==> src/rtl/tpu_host_driver.sv <==
// tpu_host_driver: bus initiator that runs one full TPU matmul job per start.
// Define TPU_DRV_CLRC_EN to zero every C word before loading A and B.
module tpu_host_driver #(
    parameter int DIM         = 8,
    parameter int BITS_C      = 16,
    parameter int ADDRW       = 16,
    parameter int DATAW       = 64,
    parameter int SRC_AW      = 8,
    parameter int WAIT_CYCLES = 3 * DIM
) (
    input  logic                     clk,
    input  logic                     rst_n,
    input  logic                     start,
    input  logic [SRC_AW-1:0]        src_base,
    output logic                     busy,
    output logic                     done,
    output logic [SRC_AW-1:0]        src_addr,
    input  logic [DATAW-1:0]         src_rdata,
    output logic                     res_we,
    output logic [$clog2(2*DIM)-1:0] res_addr,
    output logic [DATAW-1:0]         res_data,
    output logic                     tpu_r_w,
    output logic [ADDRW-1:0]         tpu_addr,
    output logic [DATAW-1:0]         tpu_wdata,
    input  logic [DATAW-1:0]         tpu_rdata
);
    localparam int NW   = 2 * DIM;
    localparam int CWPR = (DIM * BITS_C) / DATAW;
    localparam int NRES = DIM * CWPR;
    localparam int RAW  = $clog2(2 * DIM);
    localparam int CMAX = (WAIT_CYCLES > NW) ? WAIT_CYCLES : NW;
    localparam int CW   = $clog2(CMAX + 1);

    typedef enum logic [2:0] {
        S_IDLE, S_CLR_C, S_LOAD, S_TRIG, S_WAIT, S_READ, S_DONE
    } state_t;

    state_t              state, state_nxt;
    logic [CW-1:0]       cnt, cnt_nxt;
    logic [SRC_AW-1:0]   base_q;

    // C word k lives in row k/CWPR, half k%CWPR
    function automatic logic [ADDRW-1:0] c_addr(input logic [CW-1:0] k);
        int ki;
        ki = int'(k);
        return ADDRW'(32'h0300 + 16 * (ki / CWPR) + 8 * (ki % CWPR));
    endfunction

    function automatic logic [ADDRW-1:0] ab_addr(input logic [CW-1:0] c);
        int j;
        j = int'(c) - 1;
        if (j < DIM) return ADDRW'(32'h0100 + 8 * j);
        return ADDRW'(32'h0200 + 8 * (j - DIM));
    endfunction

    always_ff @(posedge clk or negedge rst_n) begin
        if (!rst_n) begin
            state  <= S_IDLE;
            cnt    <= '0;
            base_q <= '0;
        end else begin
            state <= state_nxt;
            cnt   <= cnt_nxt;
            if (state == S_IDLE && start) base_q <= src_base;
        end
    end

    always_comb begin
        state_nxt = state;
        cnt_nxt   = cnt;
        busy      = (state != S_IDLE);
        done      = 1'b0;
        src_addr  = '0;
        tpu_r_w   = 1'b0;
        tpu_addr  = '0;
        tpu_wdata = '0;
        unique case (state)
            S_IDLE: begin
                if (start) begin
`ifdef TPU_DRV_CLRC_EN
                    state_nxt = S_CLR_C;
`else
                    state_nxt = S_LOAD;
`endif
                    cnt_nxt = '0;
                end
            end
`ifdef TPU_DRV_CLRC_EN
            S_CLR_C: begin
                tpu_r_w  = 1'b1;
                tpu_addr = c_addr(cnt);
                if (cnt == CW'(NRES - 1)) begin
                    state_nxt = S_LOAD;
                    cnt_nxt   = '0;
                end else begin
                    cnt_nxt = cnt + CW'(1);
                end
            end
`endif
            // source read leads the bus write by one cycle
            S_LOAD: begin
                if (cnt < CW'(NW)) src_addr = base_q + SRC_AW'(cnt);
                if (cnt != '0) begin
                    tpu_r_w   = 1'b1;
                    tpu_addr  = ab_addr(cnt);
                    tpu_wdata = src_rdata;
                end
                if (cnt == CW'(NW)) begin
                    state_nxt = S_TRIG;
                    cnt_nxt   = '0;
                end else begin
                    cnt_nxt = cnt + CW'(1);
                end
            end
            S_TRIG: begin
                tpu_r_w   = 1'b1;
                tpu_addr  = ADDRW'(32'h0400);
                state_nxt = S_WAIT;
                cnt_nxt   = '0;
            end
            S_WAIT: begin
                if (cnt == CW'(WAIT_CYCLES - 1)) begin
                    state_nxt = S_READ;
                    cnt_nxt   = '0;
                end else begin
                    cnt_nxt = cnt + CW'(1);
                end
            end
            S_READ: begin
                tpu_addr = c_addr(cnt);
                if (cnt == CW'(NRES - 1)) begin
                    state_nxt = S_DONE;
                    cnt_nxt   = '0;
                end else begin
                    cnt_nxt = cnt + CW'(1);
                end
            end
            S_DONE: begin
                done      = 1'b1;
                state_nxt = S_IDLE;
            end
            default: state_nxt = S_IDLE;
        endcase
    end

    always_ff @(posedge clk or negedge rst_n) begin
        if (!rst_n) begin
            res_we   <= 1'b0;
            res_addr <= '0;
            res_data <= '0;
        end else begin
            res_we <= (state == S_READ);
            if (state == S_READ) begin
                res_addr <= RAW'(cnt);
                res_data <= tpu_rdata;
            end
        end
    end

endmodule
==> config.mk <==
export PLATFORM = sky130hd
export DESIGN_NAME = tpu_host_driver
export DESIGN_NICKNAME = d
export VERILOG_FILES = /design/src/rtl/tpu_host_driver.sv
export SDC_FILE = /design/constraint.sdc
export NUM_CORES = 1
export LEC_CHECK = 0
export ABC_AREA = 0
export BUFFER_PORTS_ARGS = -buffer_cell sky130_fd_sc_hd__buf_4
export CAP_MARGIN = 10
export CELL_PAD_IN_SITES_DETAIL_PLACEMENT = 1
export CELL_PAD_IN_SITES_GLOBAL_PLACEMENT = 1
export CORE_AREA = 2 2 124 126
export DETAILED_ROUTE_END_ITERATION = 10
export DIE_AREA = 0 0 126 128
export PLACE_DENSITY = 0.82
export RECOVER_POWER = 25
export SLEW_MARGIN = 20
export SYNTH_ARGS = -nofsm -noshare
export SYNTH_HDL_FRONTEND = slang
export SYNTH_SLANG_ARGS = --single-unit
export TNS_END_PERCENT = 5
==> constraint.sdc <==
create_clock -name clk -period 5.15 [get_ports clk]
set_input_delay 0.2575 -clock clk [delete_from_list [all_inputs] [get_ports clk]]
set_output_delay 0.2575 -clock clk [all_outputs]
set_load 0.005 [all_outputs]
# After elaboration in Yosys (flattened, before gate mapping)

Index checks and enable logic that the tools add are counted.
Widths: inputs -> output; s select.

Order comparisons: 2
Equality and inequality tests: 12
Add/subtract/negate cells: 8
Muxes and demuxes: 24
Reduce and logical (&&, ||, !) cells: 7

Operator list:

| kind                   | count |
|---|---|
| $mux 64                | 2 |
| $mux 16                | 3 |
| $pmux 16 s3            | 1 |
| $pmux 5 s5             | 1 |
| $mux 5                 | 4 |
| $mux 8                 | 2 |
| $pmux 3 s5             | 1 |
| $add 11x10->12 const A | 1 |
| $add 11x4->12          | 1 |
| $mux 3                 | 4 |
| $add 10x8->11 const A  | 1 |
| $add 10x9->11 const A  | 1 |
| $eq 5x5->1 const B     | 2 |
| $reduce_bool 5->1      | 2 |
| $eq 3x3->1 const B     | 3 |
| $add 8x5->8            | 1 |
| $ne 2x2->1 const B     | 4 |
| $sub 6x5->7 const B    | 1 |
| $eq 3x2->1 const B     | 2 |
| $lt 6x5->1 const B     | 1 |
| $sub 5x1->6 const B    | 1 |
| $add 5x1->5 const B    | 1 |
| $eq 5x4->1 const B     | 1 |
| $lt 5x5->1 const B     | 1 |
| 7 further kinds        | 11 |

Bits of input ports: 139
Bits in registers: 85
Logic and storage cells: 59

# Depth between registers and ports, before layout

Depth after elaboration: 8
Depth in mapped cells: 10
Depth with buffers taken out: 9

# Worst setup path before layout

No wires, ideal clock.

Path kind: reg2out
Start: reg cnt[1]
End: out tpu_addr[7]
Data arrival time: 2.232 ns
Path buffers: 1
Setup slack: 2.660 ns
Cell stages (with the launch flop): 10
Cells stage by stage: dfrtp_1 -> inv_1 -> ha_1 -> or3b_1 -> xnor2_1 -> ha_1 -> clkbuf_1 -> a21oi_1 -> a2111oi_2 -> a21o_1

Word-level cells in the longest chain between the ends: 8
Elaborated cells between the ends (all ways): 15
Those cells by class: 6 x add/sub; 1 x order compare; 7 x mux; 1 x reduce/logical

Ends and longest elaborated chain:

| what                                                                   | RTL line | RTL |
|---|---|---|
| start: declaration                                                     | 39       | `logic [CW-1:0] cnt, cnt_nxt;` |
| start signal: assignment                                               | 63       | `cnt <= cnt_nxt;` |
| parallel branches: the longest is 7 deep, another holds $add 11x10->12 | --       |  |
| $pmux 16 s3 (*)                                                        | 77       | `unique case (state)` |
| end: declaration                                                       | 23       | `output logic [ADDRW-1:0] tpu_addr,` |

Every way passes the cells marked *. The select of a mux whose other input is x is not followed.

# Final worst setup path

Start: reg state[1]
End: out tpu_addr[4]

Word-level cells in the longest chain between the ends: 2
Elaborated cells between the ends (all ways): 4
Those cells by class: 3 x eq/ne; 1 x mux

Ends and longest elaborated chain:

| what                                     | RTL line | RTL |
|---|---|---|
| start: declaration                       | 38       | `state_t state, state_nxt;` |
| start signal: assignment                 | 62       | `state <= state_nxt;` |
| $eq 3x3->1 or $eq 3x2->1 (tied branches) | 77       |  |
| $pmux 16 s3 (*)                          | 77       |  |

Mark *: on every way between the ends. The rest lies on a longest branch, timed or not.

==> impl_metrics.json <==
{
  "syn-mean-instance-area_um2": 8.48,
  "globalRouteOverflowTotal": 0,
  "setup_ws_ns": 2.03,
  "achievable-frequency_ghz": 0.320,
  "number_of_antenna_violations_at_the_first_check_in_global_routing": 0,
  "yosysWarningCount": 0,
  "synth_edf_count": 0,
  "placement.setup.worst_slack_ns": 2.17,
  "layoutNonFillerInstCount": 1002,
  "wl_per_cell_um": 16.0,
  "postSynthRegisterBits": 85,
  "finClkSkew_ns": 0.00864,
  "routed-via-count": 4620,
  "ratio_of_cells_with_drive_above_1_in_the_final_layout": 0.369,
  "antenna_viol_nets_final": 0,
  "grt_pass1_vias": 4584,
  "finalWirelength_mm": 16.1,
  "regToRegSetupSlack_ns": 2.23,
  "clk-insertion-delay-late_ns": 0.33,
  "dp.final_hpwl_mm": 12.5,
  "hold_end": "res_data[17]",
  "synth_sequential_area_ratio": 0.469,
  "grt_max_degree": 72,
  "routed_via_density": 4.61,
  "cts-buffers-inserted": 9,
  "min_period_over_period": 0.606,
  "synth_cell_types": 50,
  "tritoncts": "yes",
  "critical_path.max_fanout": 38,
  "setup_repair_after_global_routing_missed_its_margin": "no",
  "critPathRequiredTime_ns": 4.89,
  "cts_post_setup_buffers_inserted": 0,
  "mostFrequentLayoutCell": "sky130_fd_sc_hd__buf_4",
  "hp-class": "primary input to register",
  "worst-r2r-cell-count": 6,
  "power_density_relative_to_cell_area_nw_per_um2": 204,
  "diodes": 0,
  "grt_overall_usage": 0.191,
  "row_count": 45,
  "post-route-util": 0.472,
  "worst_ep_arrival_time_ns": 2.86,
  "most-common-layout-cells": "sky130_fd_sc_hd__buf_4 (227), sky130_fd_sc_hd__nand2_1 (206), sky130_fd_sc_hd__dfrtp_1 (85), sky130_fd_sc_hd__and2_1 (69), sky130_fd_sc_hd__clkbuf_4 (43)",
  "r2r_start": "state[1]",
  "critPathCaptureType": "primary output",
  "timing.max_slew.rel_slack": 0.380,
  "finalSetupTns_ns": 0,
  "hold_violations": 0,
  "number_of_buffer_cells_added_on_primary_ports": 290,
  "clock_sink_count": 85,
  "drt-initial-drc-count": 101,
  "maxCapViolCount": 0,
  "hold_path_depth": 3,
  "fraction_of_registers_with_async_set_or_reset_after_synthesis": 1.00,
  "report.final.setup_viol": 0,
  "clkSlewWorstSetupHoldPaths_ns": 0.06,
  "drt-pass1-iter-count": 4,
  "fp.dieArea_um2": 16100,
  "max-vdd-ir-drop_mv": 0.119,
  "dominantRegCellSynth": "sky130_fd_sc_hd__dfrtp_1",
  "gp_congestion": 0.887,
  "timing.critical_path.from_type": "register",
  "drc_errors": 0,
  "grt_first_pass_wirelength_mm": 24.4,
  "power.leakage_nw": 3.57,
  "ctsLongestPathBuffers": 2,
  "status": "complete, no violations",
  "die_x_um": 126,
  "dieHeight_um": 128,
  "slew_viols_final": 0,
  "worstReg2RegEnd": "state[1]",
  "initial_utilization": 0.305,
  "layout-area-overhead-vs-synth_pct": 55.0,
  "synthesis.instances": 534,
  "setup.worst_path.class": "register to primary output",
  "ctsRootBufferMaster": "sky130_fd_sc_hd__clkbuf_16",
  "htree_num_levels": 3,
  "worst_hold_startpoint": "tpu_rdata[17]",
  "fin_crit_ns": 3.12,
  "core-area_um2": 14900,
  "design.final.nets": 961,
  "numPlacedInstances": 985,
  "fin_total_pwr_w": 0.00143,
  "design.portCount": 299,
  "worst_slew_pin_slew_ns": 0.930,
  "synth.cell_area_um2": 4530
}
registers in the layout (all words and copies together), names as in the netlist:
signal and count:
res_addr 4, res_data 64, base_q 8, cnt 5, res_we 1, state 3
metal layers:
metal  track usage  vias up  wire (µm)
met1         0.218     2184       6270
met2         0.345      182       8230
met4        0.0485        0        293
met5             0        -          0
met3        0.0609       20       1270
li1              -     2234          -
cells by family after synthesis:
| kind of cell | count (synthesis) | share of synthesized area |
|---|---|---|
| AOI/OAI and AO/OA | 59 | 0.0911 |
| xor gates and xnor gates | 5 | 0.00967 |
| adders and majority gates | 13 | 0.0376 |
| buffers and inverters | 50 | 0.0572 |
| DFF | 85 | 0.469 |
| muxes | 10 | 0.0243 |
| other | 1 | 0.000828 |
| and+or+nand+nor | 311 | 0.310 |
cell type report:
cell class | instances | area, µm²
fillers | 1829 | 7840
multi-input cells | 406 | 2180
flip-flops and latches | 85 | 2130
repair buffers | 295 | 2130
clock buffers | 13 | 270
well taps | 188 | 235
inverters | 12 | 45.0
clock inverters | 3 | 42.5
cells in the mapped netlist, types with 4 or more instances:
master                     number  area (µm²)
sky130_fd_sc_hd__mux2_2         8        90.1
sky130_fd_sc_hd__clkbuf_1      12        45.0
sky130_fd_sc_hd__xnor2_1        4        35.0
sky130_fd_sc_hd__clkbuf_2       4        20.0
sky130_fd_sc_hd__and2_1        69         432
sky130_fd_sc_hd__a211oi_1       6        45.0
sky130_fd_sc_hd__buf_2         11        55.1
sky130_fd_sc_hd__ha_1          12         150
sky130_fd_sc_hd__nor3_1         5        25.0
sky130_fd_sc_hd__nor2_1        13        48.8
sky130_fd_sc_hd__o21ai_0       13        65.1
sky130_fd_sc_hd__nand2_1      206         773
sky130_fd_sc_hd__or3_1          5        31.3
sky130_fd_sc_hd__dfrtp_1       85        2130
sky130_fd_sc_hd__buf_4          8        60.1
sky130_fd_sc_hd__inv_1          9        33.8
sky130_fd_sc_hd__a21oi_1       10        50.1
metrics by stage:
stage	cell area, µm²	hold slack (ns)
finish	7020	0.110
global placement	6790	0.123
detailed placement	6790	0.124
CTS	7110	0.0988
global route	7020	0.103
floorplan	4560	-0.0381
critical path, stage by stage (launching register included):
cell                       delay (ns)
sky130_fd_sc_hd__dfrtp_1         0.46
sky130_fd_sc_hd__clkinv_1        0.18
sky130_fd_sc_hd__nand3_2         0.65
sky130_fd_sc_hd__inv_2           0.64
sky130_fd_sc_hd__nand2_1         0.22
sky130_fd_sc_hd__o21ai_0         0.18
sky130_fd_sc_hd__buf_4           0.17
where the power goes:
part / internal (W) / leakage (nW) / switching (W)
Combinational: 0.0000665 / 2.59 / 0.0000289
Sequential: 0.000668 / 0.834 / 0
Clock: 0.000415 / 0.152 / 0.000257
how the worst max path moves through the flow:
stage                         from          end  slack (ns)  cells after the start
after floorplan             cnt[1]  tpu_addr[7]        2.66                      9
after global placement    state[1]     state[1]        2.21                      6
after detailed placement  state[1]     state[1]        2.17                      6
after CTS                 state[1]  tpu_addr[4]        1.97                      6
after global routing      state[1]  tpu_addr[4]        1.77                      6
final                     state[1]  tpu_addr[4]        2.03                      6
repair_timing:
| action | in CTS | in global routing |
|---|---|---|
| hold endpoints to repair | 14 | 0 |
| hold buffers | 1 | 0 |
| gates resized for setup | 0 | 0 |
(Power assumes the default switching activity.)
